$ cat src/rtl/alu_share_if.sv
`default_nettype none
// ============================================================================
// Module      : alu_share_if
// Description : Request/response bundle between two ALU requesters and the
//               ALU share arbiter. Port 0 is the main execute stage, port 1
//               the auxiliary address/compare unit.
//               master : requester side (drives valid/opcode/operands and
//                        rsp ready, observes req ready and responses)
//               slave  : arbiter side
// Revision    : 1.0 - initial release
// ============================================================================
interface alu_share_if #(
    parameter int XLEN = 32,
    parameter int OPW  = 4
);
    logic            req0_valid;
    logic            req0_ready;
    logic [OPW-1:0]  req0_opcode;
    logic [XLEN-1:0] req0_a;
    logic [XLEN-1:0] req0_b;

    logic            req1_valid;
    logic            req1_ready;
    logic [OPW-1:0]  req1_opcode;
    logic [XLEN-1:0] req1_a;
    logic [XLEN-1:0] req1_b;

    logic            rsp0_valid;
    logic            rsp0_ready;
    logic [XLEN-1:0] rsp0_result;

    logic            rsp1_valid;
    logic            rsp1_ready;
    logic [XLEN-1:0] rsp1_result;

    modport master (
        output req0_valid, req0_opcode, req0_a, req0_b,
        output req1_valid, req1_opcode, req1_a, req1_b,
        output rsp0_ready, rsp1_ready,
        input  req0_ready, req1_ready,
        input  rsp0_valid, rsp0_result, rsp1_valid, rsp1_result
    );

    modport slave (
        input  req0_valid, req0_opcode, req0_a, req0_b,
        input  req1_valid, req1_opcode, req1_a, req1_b,
        input  rsp0_ready, rsp1_ready,
        output req0_ready, req1_ready,
        output rsp0_valid, rsp0_result, rsp1_valid, rsp1_result
    );
endinterface
`default_nettype wire

$ cat src/rtl/alu_share_arbiter.sv
`default_nettype none
// ============================================================================
// Module      : alu_share_arbiter
// Description : Time-shares one combinational integer ALU between two
//               requesters. Round-robin grant in IDLE, one EXEC cycle with
//               registered ALU operands, then the captured result is held in
//               RESP until the granted requester accepts it.
// Ports       : clk, rst          - clock, synchronous active-high reset
//               bus (slave)       - request/response channels of both ports
//               alu_opcode/a/b    - registered ALU drive
//               alu_result        - combinational ALU output
//               busy              - high whenever not in IDLE
// Revision    : 1.0 - initial release
// ============================================================================
module alu_share_arbiter #(
    parameter int XLEN = 32,
    parameter int OPW  = 4
) (
    input  wire logic            clk,
    input  wire logic            rst,
    alu_share_if.slave           bus,
    output logic [OPW-1:0]       alu_opcode,
    output logic [XLEN-1:0]      alu_a,
    output logic [XLEN-1:0]      alu_b,
    input  wire logic [XLEN-1:0] alu_result,
    output logic                 busy
);

    localparam logic [1:0] S_IDLE = 2'd0;
    localparam logic [1:0] S_EXEC = 2'd1;
    localparam logic [1:0] S_RESP = 2'd2;

    logic [1:0]      r_state;
    logic [1:0]      w_next_state;
    logic            r_prio;       // port preferred on the next tie
    logic            r_gnt;        // port that owns the in-flight op
    logic [OPW-1:0]  r_alu_opcode;
    logic [XLEN-1:0] r_alu_a;
    logic [XLEN-1:0] r_alu_b;
    logic [XLEN-1:0] r_result;

    logic            w_ready0;
    logic            w_ready1;
    logic            w_accept;
    logic            w_rsp_fire;
    logic            w_rsp0_valid;
    logic            w_rsp1_valid;
    logic            w_busy;

    // ------------------------------------------------------------------
    // State register
    // ------------------------------------------------------------------
    always_ff @(posedge clk) begin
        if (rst) begin
            r_state <= S_IDLE;
        end else begin
            r_state <= w_next_state;
        end
    end

    // ------------------------------------------------------------------
    // Next-state logic
    // ------------------------------------------------------------------
    always_comb begin
        w_next_state = r_state;
        case (r_state)
            S_IDLE:  if (w_accept)   w_next_state = S_EXEC;
            S_EXEC:                  w_next_state = S_RESP;
            S_RESP:  if (w_rsp_fire) w_next_state = S_IDLE;
            default:                 w_next_state = S_IDLE;
        endcase
    end

    // ------------------------------------------------------------------
    // Output logic. The two ready terms are mutually exclusive: on a tie
    // only the port selected by r_prio sees ready.
    // ------------------------------------------------------------------
    always_comb begin
        w_ready0     = 1'b0;
        w_ready1     = 1'b0;
        w_rsp0_valid = 1'b0;
        w_rsp1_valid = 1'b0;
        w_busy       = 1'b1;
        w_rsp_fire   = 1'b0;
        case (r_state)
            S_IDLE: begin
                w_busy   = 1'b0;
                w_ready0 = bus.req0_valid & (~r_prio | ~bus.req1_valid);
                w_ready1 = bus.req1_valid & ( r_prio | ~bus.req0_valid);
            end
            S_RESP: begin
                w_rsp0_valid = ~r_gnt;
                w_rsp1_valid =  r_gnt;
                w_rsp_fire   = r_gnt ? bus.rsp1_ready : bus.rsp0_ready;
            end
            default: ;
        endcase
    end

    assign w_accept = w_ready0 | w_ready1;

    // ------------------------------------------------------------------
    // Datapath: ALU drive registers, grant/priority and result capture.
    // Operands are only sampled on the accept edge; they then hold until
    // the next acceptance so the ALU inputs stay quiet while idle.
    // ------------------------------------------------------------------
    always_ff @(posedge clk) begin
        if (rst) begin
            r_prio       <= 1'b0;
            r_gnt        <= 1'b0;
            r_alu_opcode <= '0;
            r_alu_a      <= '0;
            r_alu_b      <= '0;
            r_result     <= '0;
        end else begin
            if (w_accept) begin
                r_gnt        <= w_ready1;
                r_prio       <= w_ready0;   // loser of this round goes first next
                r_alu_opcode <= w_ready1 ? bus.req1_opcode : bus.req0_opcode;
                r_alu_a      <= w_ready1 ? bus.req1_a      : bus.req0_a;
                r_alu_b      <= w_ready1 ? bus.req1_b      : bus.req0_b;
            end
            if (r_state == S_EXEC) begin
                r_result <= alu_result;
            end
        end
    end

    assign bus.req0_ready  = w_ready0;
    assign bus.req1_ready  = w_ready1;
    assign bus.rsp0_valid  = w_rsp0_valid;
    assign bus.rsp1_valid  = w_rsp1_valid;
    assign bus.rsp0_result = r_result;
    assign bus.rsp1_result = r_result;
    assign alu_opcode      = r_alu_opcode;
    assign alu_a           = r_alu_a;
    assign alu_b           = r_alu_b;
    assign busy            = w_busy;

endmodule
`default_nettype wire

$ cat src/flat_wrapper.sv
// flat-port wrapper written by rule: the top's interface ports become plain ports
module alu_share_arbiter_flat 
#(
    parameter int XLEN = 32,
    parameter int OPW  = 4
)
  (clk, rst, alu_opcode, alu_a, alu_b, alu_result, busy, bus_req0_valid, bus_req0_opcode, bus_req0_a, bus_req0_b, bus_req1_valid, bus_req1_opcode, bus_req1_a, bus_req1_b, bus_rsp0_ready, bus_rsp1_ready, bus_req0_ready, bus_req1_ready, bus_rsp0_valid, bus_rsp0_result, bus_rsp1_valid, bus_rsp1_result);
  alu_share_if #(.XLEN(XLEN), .OPW(OPW)) bus_i ();
  input  wire logic clk;
  input  wire logic rst;
  output logic [OPW-1:0] alu_opcode;
  output logic [XLEN-1:0] alu_a;
  output logic [XLEN-1:0] alu_b;
  input  wire logic [XLEN-1:0] alu_result;
  output logic busy;
  input wire logic [$bits(bus_i.req0_valid)-1:0] bus_req0_valid;
  input wire logic [$bits(bus_i.req0_opcode)-1:0] bus_req0_opcode;
  input wire logic [$bits(bus_i.req0_a)-1:0] bus_req0_a;
  input wire logic [$bits(bus_i.req0_b)-1:0] bus_req0_b;
  input wire logic [$bits(bus_i.req1_valid)-1:0] bus_req1_valid;
  input wire logic [$bits(bus_i.req1_opcode)-1:0] bus_req1_opcode;
  input wire logic [$bits(bus_i.req1_a)-1:0] bus_req1_a;
  input wire logic [$bits(bus_i.req1_b)-1:0] bus_req1_b;
  input wire logic [$bits(bus_i.rsp0_ready)-1:0] bus_rsp0_ready;
  input wire logic [$bits(bus_i.rsp1_ready)-1:0] bus_rsp1_ready;
  output wire logic [$bits(bus_i.req0_ready)-1:0] bus_req0_ready;
  output wire logic [$bits(bus_i.req1_ready)-1:0] bus_req1_ready;
  output wire logic [$bits(bus_i.rsp0_valid)-1:0] bus_rsp0_valid;
  output wire logic [$bits(bus_i.rsp0_result)-1:0] bus_rsp0_result;
  output wire logic [$bits(bus_i.rsp1_valid)-1:0] bus_rsp1_valid;
  output wire logic [$bits(bus_i.rsp1_result)-1:0] bus_rsp1_result;
  assign bus_i.req0_valid = bus_req0_valid;
  assign bus_i.req0_opcode = bus_req0_opcode;
  assign bus_i.req0_a = bus_req0_a;
  assign bus_i.req0_b = bus_req0_b;
  assign bus_i.req1_valid = bus_req1_valid;
  assign bus_i.req1_opcode = bus_req1_opcode;
  assign bus_i.req1_a = bus_req1_a;
  assign bus_i.req1_b = bus_req1_b;
  assign bus_i.rsp0_ready = bus_rsp0_ready;
  assign bus_i.rsp1_ready = bus_rsp1_ready;
  assign bus_req0_ready = bus_i.req0_ready;
  assign bus_req1_ready = bus_i.req1_ready;
  assign bus_rsp0_valid = bus_i.rsp0_valid;
  assign bus_rsp0_result = bus_i.rsp0_result;
  assign bus_rsp1_valid = bus_i.rsp1_valid;
  assign bus_rsp1_result = bus_i.rsp1_result;
  alu_share_arbiter #(.XLEN(XLEN), .OPW(OPW)) u_core (.clk(clk), .rst(rst), .bus(bus_i), .alu_opcode(alu_opcode), .alu_a(alu_a), .alu_b(alu_b), .alu_result(alu_result), .busy(busy));
endmodule
$ cat config.mk
export PLATFORM = sky130hd
export DESIGN_NAME = alu_share_arbiter_flat
export DESIGN_NICKNAME = d
export VERILOG_FILES = /design/src/rtl/alu_share_if.sv /design/src/rtl/alu_share_arbiter.sv /design/src/flat_wrapper.sv
export SDC_FILE = /design/constraint.sdc
export NUM_CORES = 1
export LEC_CHECK = 0
export ABC_AREA = 1
export ABC_CLOCK_PERIOD_IN_PS = 1200
export BUFFER_PORTS_ARGS = -buffer_cell sky130_fd_sc_hd__clkbuf_2
export CAP_MARGIN = 20
export CELL_PAD_IN_SITES_DETAIL_PLACEMENT = 2
export CELL_PAD_IN_SITES_GLOBAL_PLACEMENT = 2
export CORE_MARGIN = 10
export CORE_UTILIZATION = 19
export CTS_CLUSTER_SIZE = 20
export DETAILED_ROUTE_END_ITERATION = 12
export HOLD_SLACK_MARGIN = 0.08
export PLACE_DENSITY = 0.76
export SLEW_MARGIN = 15
export SYNTH_ARGS = -nofsm -noshare
export SYNTH_HDL_FRONTEND = slang
export SYNTH_SLANG_ARGS = --single-unit
$ cat constraint.sdc
create_clock -name clk -period 1.2 [get_ports clk]
set_input_delay 0.24 -clock clk [delete_from_list [all_inputs] [get_ports clk]]
set_output_delay 0.24 -clock clk [all_outputs]
set_load 0.02 [all_outputs]
==> impl_metrics.env, run 1 <==
export IMPL_status="complete, but fails checks"
export IMPL_violations="setup timing"
export IMPL_crit_path_end_kind="output port"
export IMPL_grt_pass1_wl_um=41100
export IMPL_ys_ff_latch=104
export IMPL_total_power_uw=11900
export IMPL_fp_row_count=60
export IMPL_die_h_um=186
export IMPL_place_congestion=0.767
export IMPL_clkPwrFrac=0.268
export IMPL_period_share=1.31
export IMPL_rsz0062_at_grt="yes"
export IMPL_cts_sinks=104
export IMPL_crit_chain="nor2_4 -> buf_4 -> buf_6 -> buf_12 -> inv_4 -> buf_8"
export IMPL_critPathRequiredTime_ns=0.96
export IMPL_switching_share=0.389
export IMPL_peakVddDrop_mv=0.692
export IMPL_syn_inst=797
export IMPL_layout_drive_gt1_share=0.487
export IMPL_syn_area_um2=5250
export IMPL_die_area_um2=34700
export IMPL_power_switching_uw=4610
export IMPL_viasPerCell=4.45
export IMPL_crit_arrival_ns=1.33
export IMPL_drt_pass1_iterations=4
export IMPL_grt_max_degree=40
export IMPL_wire_per_inst_um=19.8
export IMPL_crit_type="reg2out"
export IMPL_cts_made_buffers=9
export IMPL_grt_remaining_overflow=0
export IMPL_cts_max_path_buffers=2
export IMPL_slew_headroom=0.742
export IMPL_syn_nets=971
export IMPL_via_count=6377
export IMPL_core_area_um2=27000
export IMPL_p_per_area_nw_per_um2=1350
export IMPL_clockRootBuffer="clkbuf_16"
export IMPL_fill_cells=3148
export IMPL_clk_pin_slew_worst_paths_ns=0.09
export IMPL_grt_pass1_vias=6945
export IMPL_clk_latency_ns=0.36
export IMPL_hold_viol_final=0
export IMPL_pin_count=311
export IMPL_drv_cap=0
export IMPL_drtIter0Drc=148
export IMPL_final_antenna_net_count=0
export IMPL_cp_slowest_stage_delay_ns=0.34
export IMPL_setup_viol=76
export IMPL_grt_usage=0.154
export IMPL_dp_cells=1385
export IMPL_leakage_uw=0.00457
export IMPL_port_buffers=310
export IMPL_cts_tree="yes"
export IMPL_worstMarginPinSlew_ns=0.387
export IMPL_drc=0
export IMPL_area_growth_pct=67.4
export IMPL_wl_um=28300
export IMPL_p_int_uw=7250
export IMPL_slew_violations=0
export IMPL_fin_ws_ns=-0.373
export IMPL_antenna_found_initial=1
export IMPL_worst_path_max_delay_cell="dfxtp_2"
export IMPL_final_cells=1432
export IMPL_ctsHtreeMaxLevel=3
export IMPL_fin_nets=1259
export IMPL_hpwl_um=19900
export IMPL_fin_crit_ns=1.57
export IMPL_yosysUniqueCellTypes=15
export IMPL_hold_path_class="in2reg"
export IMPL_skew_ns=0.0101
export IMPL_worstSetupStartpointType="flop"
export IMPL_whs_ns=0.0967
export IMPL_yosysSeqAreaShare=0.397
export IMPL_die_x_um=186
export IMPL_yosysWarnings=0
export IMPL_fmax_mhz=636
export IMPL_cp_max_fo=3
export IMPL_power_frac_seq=0.343
export IMPL_combPwrFrac=0.389
export IMPL_initial_core_util=0.194
export IMPL_synth_area_per_cell_um2=6.58
-- power groups by stage --
stage                     sequential, uW  combinational [uW]  clock, uW
after floorplan                     4570                1560          0
after global placement              4120                3400          0
after detailed placement            4150                3470          0
after CTS                           4070                4250       3350
after global routing                4120                5020       3480
final                               4070                4610       3180
-- cell usage in the layout (no fill, tap or decap), drive strengths merged --
master / count
a21oi: 103
buf: 101
clkbuf: 277
clkinv: 5
dfxtp: 104
diode: 1
dlygate4sd3: 1
inv: 148
nand2: 206
nand3: 70
nand4: 68
nor2: 5
o211ai: 1
o21ai: 1
-- through the flow --
stage | TNS [ns] | instance area (um^2) | util | worst slack, ns
final | -20.47 | 8780 | 0.325 | -0.373
after global routing | -27.39 | 8780 | 0.325 | -0.459
after detailed placement | -12.54 | 7140 | 0.264 | -0.230
after floorplan | -3.62 | 5260 | - | -0.0677
after global placement | -9.71 | 7140 | 0.264 | -0.169
after CTS | -23.47 | 8180 | 0.303 | -0.393
-- routing by layer --
metal,vias to the layer above,wire [um],track usage
met2,219,14000,0.268
met3,20,2480,0.0545
li1,3067,-,-
met4,0,365,0.0319
met1,3071,11500,0.177
met5,-,0,0
-- cell families (layout without fill, tap and decap cells) --
kind of cell	after synthesis	after routing	synth area share
AO/OA/AOI/OAI	105	105	0.103
buffers and inverters	239	532	0.200
flip-flops	104	104	0.397
other	0	1	0
AND/OR/NAND/NOR	349	349	0.300
-- state kept, by name, summed over array words and instances (netlist names) --
signal and flops:
u_core.alu_opcode 4, u_core.alu_a 32, u_core.bus.rsp0_result 32, u_core.r_state 2, u_core.r_prio 1, u_core.alu_b 32
u_core.r_gnt 1
-- layout make-up --
cell class | instances | area, um^2 | share of cell area
diodes | 1 | 2.50 | 0.000285
clock buffers | 9 | 225 | 0.0257
clock inverters | 7 | 86.3 | 0.00983
inverters | 146 | 558 | 0.0636
multi-input cells | 454 | 2710 | 0.309
flip-flops and latches | 104 | 2100 | 0.239
well taps | 341 | 427 | 0.0486
repair buffers | 370 | 2670 | 0.304
-- cells in the mapped netlist, drive strengths merged --
cell type | count | area share
nand4 | 68 | 0.081
a21oi | 103 | 0.098
buf | 53 | 0.067
nor2 | 5 | 0.0050
o211ai | 1 | 0.0014
nand2 | 206 | 0.15
inv | 146 | 0.10
o21ai | 1 | 0.0031
clkbuf | 40 | 0.029
nand3 | 70 | 0.067
dfxtp | 104 | 0.40
-- path summary, 6_finish.rpt --
kind,startpoint,to,slack [ns],cells after the start
min reg2reg,u_core.r_prio$_SDFFE_PP0P_,u_core.r_prio$_SDFFE_PP0P_,0.48,2
max reg2reg,u_core.r_state[1]$_SDFFE_PP0P_,u_core.alu_a[21]$_SDFFE_PP0P_,-0.35,11
max,u_core.r_state[1]$_SDFFE_PP0P_,busy,-0.37,6
min,alu_result[24],u_core.bus.rsp0_result[24]$_SDFFE_PP0N_,0.1,3
-- worst max-delay path, delay by kind of cell (launching register included) --
family | cells | cell delay (ns)
simple gates | 1 | 0.16
buf+inv | 5 | 0.47
flops | 1 | 0.34
-- repair_timing --
action | CTS | global route
setup endpoints to repair | 108 | 152
hold buffers | 0 | 1
gates cloned | 9 | 4
pin swaps | 2 | 58
resized for setup | 105 | 170
setup buffers | 12 | 5
hold endpoints to repair | 0 | 1
Note: power is estimated with default switching activity, not from simulation.
==> run 2, diff against run 1 <==
- ABC_CLOCK_PERIOD_IN_PS: 1200 -> 1750
- CORE_UTILIZATION: 19 -> 21
- PLACE_DENSITY: 0.76 -> 0.8
- clock period: 1.2 -> 1.75 ns (I/O delays scaled with it)
==> impl_metrics.env, run 2 (synthesized netlist as in run 1, its figures left out) <==
export IMPL_slew_headroom=0.547
export IMPL_cp_max_fo=3
export IMPL_grt_usage=0.147
export IMPL_drv_cap=0
export IMPL_clk_pin_slew_worst_paths_ns=0.08
export IMPL_hold_path_class="in2reg"
export IMPL_grt_pass1_vias=6595
export IMPL_drt_pass1_iterations=4
export IMPL_fp_row_count=57
export IMPL_cts_hold_buf=0
export IMPL_port_buffers=310
export IMPL_fin_crit_ns=1.66
export IMPL_core_area_um2=24500
export IMPL_crit_arrival_ns=1.31
export IMPL_die_x_um=178
export IMPL_final_antenna_net_count=0
export IMPL_via_count=6100
export IMPL_final_cells=1380
export IMPL_clk_latency_ns=0.36
export IMPL_drc=0
export IMPL_r2r_cells=9
export IMPL_hpwl_um=18700
export IMPL_drtIter0Drc=192
export IMPL_period_share=0.948
export IMPL_cts_made_buffers=9
export IMPL_die_area_um2=31700
export IMPL_final_cell_mix="305 x clkbuf_2, 205 x nand2_1, 145 x inv_1"
export IMPL_dp_cells=1360
export IMPL_cts_tree="yes"
export IMPL_slew_violations=0
export IMPL_crit_type="reg2out"
export IMPL_worstMarginPinSlew_ns=0.679
export IMPL_initial_core_util=0.214
export IMPL_crit_path_end_kind="output port"
export IMPL_place_congestion=0.768
export IMPL_skew_ns=0.00916
export IMPL_grt_max_degree=69
export IMPL_worstSetupStartpointType="flop"
export IMPL_fin_util=0.299
export IMPL_viasPerCell=4.42
export IMPL_leakage_uw=0.00407
export IMPL_antenna_found_initial=1
export IMPL_area_growth_pct=39.6
export IMPL_die_h_um=178
export IMPL_peakVddDrop_mv=0.520
export IMPL_grt_pass1_wl_um=36700
export IMPL_rsz0062_at_grt="no"
export IMPL_critPathRequiredTime_ns=1.40
export IMPL_pin_count=311
export IMPL_fmax_mhz=603
export IMPL_setup_viol=0
export IMPL_hold_viol_final=0
export IMPL_fin_tns_setup_ns=0
export IMPL_p_per_area_nw_per_um2=969
export IMPL_hold_depth=3
export IMPL_layout_drive_gt1_share=0.341
export IMPL_cts_max_path_buffers=2
export IMPL_wl_um=24100
export IMPL_final_common_cell="clkbuf_2"
export IMPL_fin_nets=1224
export IMPL_grt_remaining_overflow=0
export IMPL_status="complete, no violations"
export IMPL_wire_per_inst_um=17.5
export IMPL_cts_sinks=104
export IMPL_clockRootBuffer="clkbuf_16"
export IMPL_ctsHtreeMaxLevel=3
-- run 2: changes by cell type in the layout (fill, tap and decap cells not counted), moves of 10 or more --
| cell | previous run | this run |
|---|---|---|
| a21oi_2 | 46 | 0 |
| dfxtp_1 | 91 | 102 |
| buf_2 | 16 | 1 |
| nand2_1 | 194 | 205 |
| inv_1 | 134 | 145 |
| buf_12 | 18 | 7 |
| buf_16 | 10 | 0 |
| buf_4 | 44 | 19 |
| dfxtp_2 | 12 | 2 |
| a21oi_1 | 52 | 103 |
| nand2_2 | 12 | 1 |
| nand3_2 | 44 | 0 |
| clkbuf_2 | 256 | 305 |
| nand3_1 | 18 | 69 |
-- run 2: worst max-delay path, stage by stage (launching register included) --
cell and delay (ns):
dfxtp_2 0.35, nor2_4 0.15, buf_6 0.12, o211ai_1 0.10, inv_1 0.07, clkbuf_4 0.16
-- run 2: per-layer routing --
| metal | share of wire | GRT usage | vias up |
|---|---|---|---|
| li1 | - | - | 2994 |
| met1 | 0.42 | 0.166 | 2874 |
| met2 | 0.48 | 0.256 | 219 |
| met3 | 0.096 | 0.0569 | 13 |
| met4 | 0.0085 | 0.0299 | 0 |
| met5 | 0 | 0 | - |
-- run 2: layout make-up --
class / count / area, um^2
fillers: 3048 / 17100
multi-input cells: 454 / 2130
flip-flops and latches: 104 / 2080
repair buffers: 335 / 1840
inverters: 146 / 548
well taps: 324 / 405
clock buffers: 9 / 225
clock inverters: 7 / 78.8
diodes: 1 / 2.50
-- run 2: report_power, final --
| part | switching [uW] | internal [uW] |
|---|---|---|
| clock network | 1060 | 1010 |
| registers | 151 | 2630 |
| logic | 1470 | 772 |
-- run 2: metrics by stage --
stage                     power, uW  instance area, um^2  worst slack [ns]  hold WS (ns)
after floorplan                4190                 5250             0.284         0.445
after global placement         5050                 6960             0.143         0.455
after detailed placement       5120                 6960            0.0642         0.477
after CTS                      7270                 7280           -0.0476         0.198
after global routing           7610                 7320           0.00442         0.204
final                          7090                 7320            0.0904         0.211
-- run 2: final timing paths --
check	from	endpoint	slack, ns
setup / recovery	u_core.r_state[0]$_SDFFE_PP0P_	bus_req0_ready	0.09
hold / removal	alu_result[8]	u_core.bus.rsp0_result[8]$_SDFFE_PP0N_	0.21
setup reg to reg	u_core.r_state[0]$_SDFFE_PP0P_	u_core.alu_a[13]$_SDFFE_PP0P_	0.15
hold reg to reg	u_core.r_prio$_SDFFE_PP0P_	u_core.r_prio$_SDFFE_PP0P_	0.49
-- run 2: timing repair --
item,4_1_cts,5_1_grt
endpoints found under the setup margin,4,4
endpoints found under the hold margin,0,0
pin swaps,0,1
resized for setup,3,9
buffers inserted,0,3
==> run 3, diff against run 2 <==
- ABC_AREA: 1 -> default
- CORE_UTILIZATION: 21 -> 22
- PLACE_DENSITY: 0.8 -> 0.81
==> impl_metrics.env, run 3 <==
export IMPL_synth_edf_count=0
export IMPL_synth_area_mux_share=0.00207
export IMPL_critPathRequiredTime_ns=1.40
export IMPL_peakVddDrop_mv=0.355
export IMPL_grt_usage=0.170
export IMPL_clk_latency_ns=0.35
export IMPL_synth_most_common_cell="dfxtp_1"
export IMPL_synthFlopType="dfxtp_1"
export IMPL_fin_crit_ns=1.73
export IMPL_netlist_top_cells_area="dfxtp_1 43%, a311oi_1 12%, a21oi_1 11%"
export IMPL_die_x_um=168
export IMPL_grt_remaining_overflow=0
export IMPL_slew_headroom=0.574
export IMPL_hold_viol_final=0
export IMPL_cts_sinks=104
export IMPL_synth_commonest_cells="104 x dfxtp_1, 103 x a21oi_1, 68 x a311oi_1, 68 x nand3_1, 66 x o21ai_0"
export IMPL_synthAdderAreaFrac=0
export IMPL_rsz0062_at_grt="yes"
export IMPL_die_area_um2=28300
export IMPL_holdPathEnd="u_core.bus.rsp0_result[11]$_SDFFE_PP0N_"
export IMPL_yosysSeqAreaShare=0.430
export IMPL_wire_per_inst_um=22.4
export IMPL_crit_arrival_ns=1.38
export IMPL_viasPerCell=4.96
export IMPL_grt_pass1_wl_um=38600
export IMPL_clk_pin_slew_worst_paths_ns=0.08
export IMPL_synth_area_per_cell_um2=8.03
export IMPL_cp_max_fo=5
export IMPL_hold_depth=3
export IMPL_skew_ns=0.0143
export IMPL_drc=0
export IMPL_hpwl_um=18400
export IMPL_syn_area_um2=4840
export IMPL_final_cells=1144
export IMPL_layout_drive_gt1_share=0.441
export IMPL_core_area_um2=21800
export IMPL_slew_violations=0
export IMPL_crit_chain="or3b_4 -> nor2_4 -> buf_8"
export IMPL_via_count=5670
export IMPL_wl_um=25600
export IMPL_async_flop_share=0
export IMPL_synthSimpleGateAreaFrac=0.147
export IMPL_r2r_cells=6
export IMPL_multi_input_area_um2=2210
export IMPL_fmax_mhz=578
export IMPL_drtIter0Drc=278
export IMPL_cp_slowest_stage_delay_ns=0.43
export IMPL_hold_start="alu_result[11]"
export IMPL_fill_cells=2616
export IMPL_crit_path_end_kind="output port"
export IMPL_area_growth_pct=45.1
export IMPL_ctsHtreeMaxLevel=3
export IMPL_r2r_start="u_core.r_state[0]$_SDFFE_PP0P_"
export IMPL_ys_ff_latch=104
export IMPL_cts_max_path_buffers=2
export IMPL_synthXorXnorAreaFrac=0
export IMPL_dp_cells=1115
export IMPL_initial_core_util=0.223
export IMPL_yosysWarnings=0
export IMPL_cts_made_buffers=9
export IMPL_syn_nets=777
export IMPL_pin_count=311
export IMPL_drv_cap=0
export IMPL_worstSetupStartpointType="flop"
export IMPL_cts_hold_buf=0
export IMPL_fp_row_count=54
export IMPL_fin_nets=1032
export IMPL_synth_top_area_share=0.430
export IMPL_leakage_uw=0.00311
export IMPL_crit_type="reg2out"
export IMPL_worstReg2RegEnd="u_core.alu_a[0]$_SDFFE_PP0P_"
export IMPL_synth_top_area_cell="dfxtp_1"
export IMPL_period_share=0.989
export IMPL_syn_inst=603
export IMPL_grt_max_degree=105
export IMPL_yosysUniqueCellTypes=29
export IMPL_cts_tree="yes"
export IMPL_regArea_um2=2090
export IMPL_grt_pass1_vias=6354
export IMPL_synth_compound_area_frac=0.301
export IMPL_final_antenna_net_count=0
export IMPL_place_congestion=0.745
export IMPL_hold_path_class="in2reg"
export IMPL_final_common_cell="clkbuf_2"
export IMPL_synth_top_family_by_area="compound AO/OA/AOI/OAI gates"
export IMPL_p_per_area_nw_per_um2=1010
export IMPL_setup_viol=0
export IMPL_drt_pass1_iterations=4
export IMPL_status="complete, no violations"
export IMPL_clockRootBuffer="clkbuf_16"
export IMPL_worstMarginPinSlew_ns=0.639
export IMPL_rrSetupSlack_ns=0.09
export IMPL_final_cell_mix="306 x clkbuf_2, 102 x a21oi_1, 102 x dfxtp_1"
export IMPL_die_h_um=168
export IMPL_antenna_found_initial=1
export IMPL_port_buffers=310
export IMPL_worst_path_max_delay_cell="or3b_4"
export IMPL_whs_ns=0.215
-- run 3: cell count changes in the layout (fill, tap and decap cells not counted), sizes merged, moves of 4 or more --
cell	before	now
inv	147	2
nand2	206	65
a311oi	0	68
nand4	68	0
o21ai	1	68
buf	28	42
clkinv	6	2
-- run 3: layer usage --
metal	vias up	routed length [um]	part of all wire	global-route usage
met5	-	0	0	0
met4	0	302	0.012	0.0450
met3	16	2080	0.081	0.0580
met2	214	12700	0.50	0.302
met1	2750	10500	0.41	0.189
li1	2690	-	-	-
-- run 3: worst max path at each step --
| stage | start | endpoint |
|---|---|---|
| 2_1_floorplan | u_core.r_state[1]$_SDFFE_PP0P_ | bus_req1_ready |
| 3_3_place_gp | bus_req1_valid | u_core.alu_b[5]$_SDFFE_PP0P_ |
| 3_5_place_dp | bus_req1_valid | u_core.alu_a[4]$_SDFFE_PP0P_ |
| 4_1_cts | u_core.r_state[1]$_SDFFE_PP0P_ | bus_req1_ready |
| 5_1_grt | u_core.r_state[1]$_SDFFE_PP0P_ | bus_req0_ready |
| 6_report | u_core.r_state[1]$_SDFFE_PP0P_ | bus_req1_ready |
-- run 3: repair_timing --
action,in CTS,in global routing
buffers inserted,6,4
pin swaps,3,7
setup endpoints to repair,4,41
resized for setup,11,7
cloned,1,1
-- run 3: area by class of cell --
cell class | count | share of cell area
clock buffer | 11 | 0.0346
inverter | 1 | 0.000534
timing repair buffer | 351 | 0.297
sequential | 104 | 0.297
clock inverter | 5 | 0.00588
antenna | 1 | 0.000356
tap | 280 | 0.0499
multi-input combinational | 391 | 0.315
-- run 3: logic make-up (layout without fill, tap and decap cells) --
group,Yosys count,after routing
AOI/OAI and AO/OA,240,240
buffers and inverters,108,368
DFF,104,104
muxes,1,1
other,0,1
and+or+nand+nor,150,150
-- run 3: where the power goes --
part / internal [uW] / switching (uW)
sequential: 2630 / 162
clock: 1020 / 994
combinational: 875 / 1420
-- run 3: critical path, delay by kind of cell (launching register included) --
kind / cells / cell delay, ns
flops: 1 / 0.36
simple gates: 2 / 0.55
buf+inv: 1 / 0.12
-- run 3: through the flow --
stage | area (um^2) | total power, uW | setup WS (ns) | utilization | TNS, ns
5_1_grt | 7030 | 7530 | -0.0298 | 0.323 | -0.0579
3_5_place_dp | 6570 | 5060 | -0.00896 | 0.302 | -0.0227
2_1_floorplan | 4840 | 4090 | 0.0785 | - | 0
4_1_cts | 6960 | 7190 | -0.0174 | 0.320 | -0.0232
3_3_place_gp | 6570 | 4990 | 0.0440 | 0.302 | 0
6_report | 7030 | 7100 | 0.0195 | 0.323 | 0
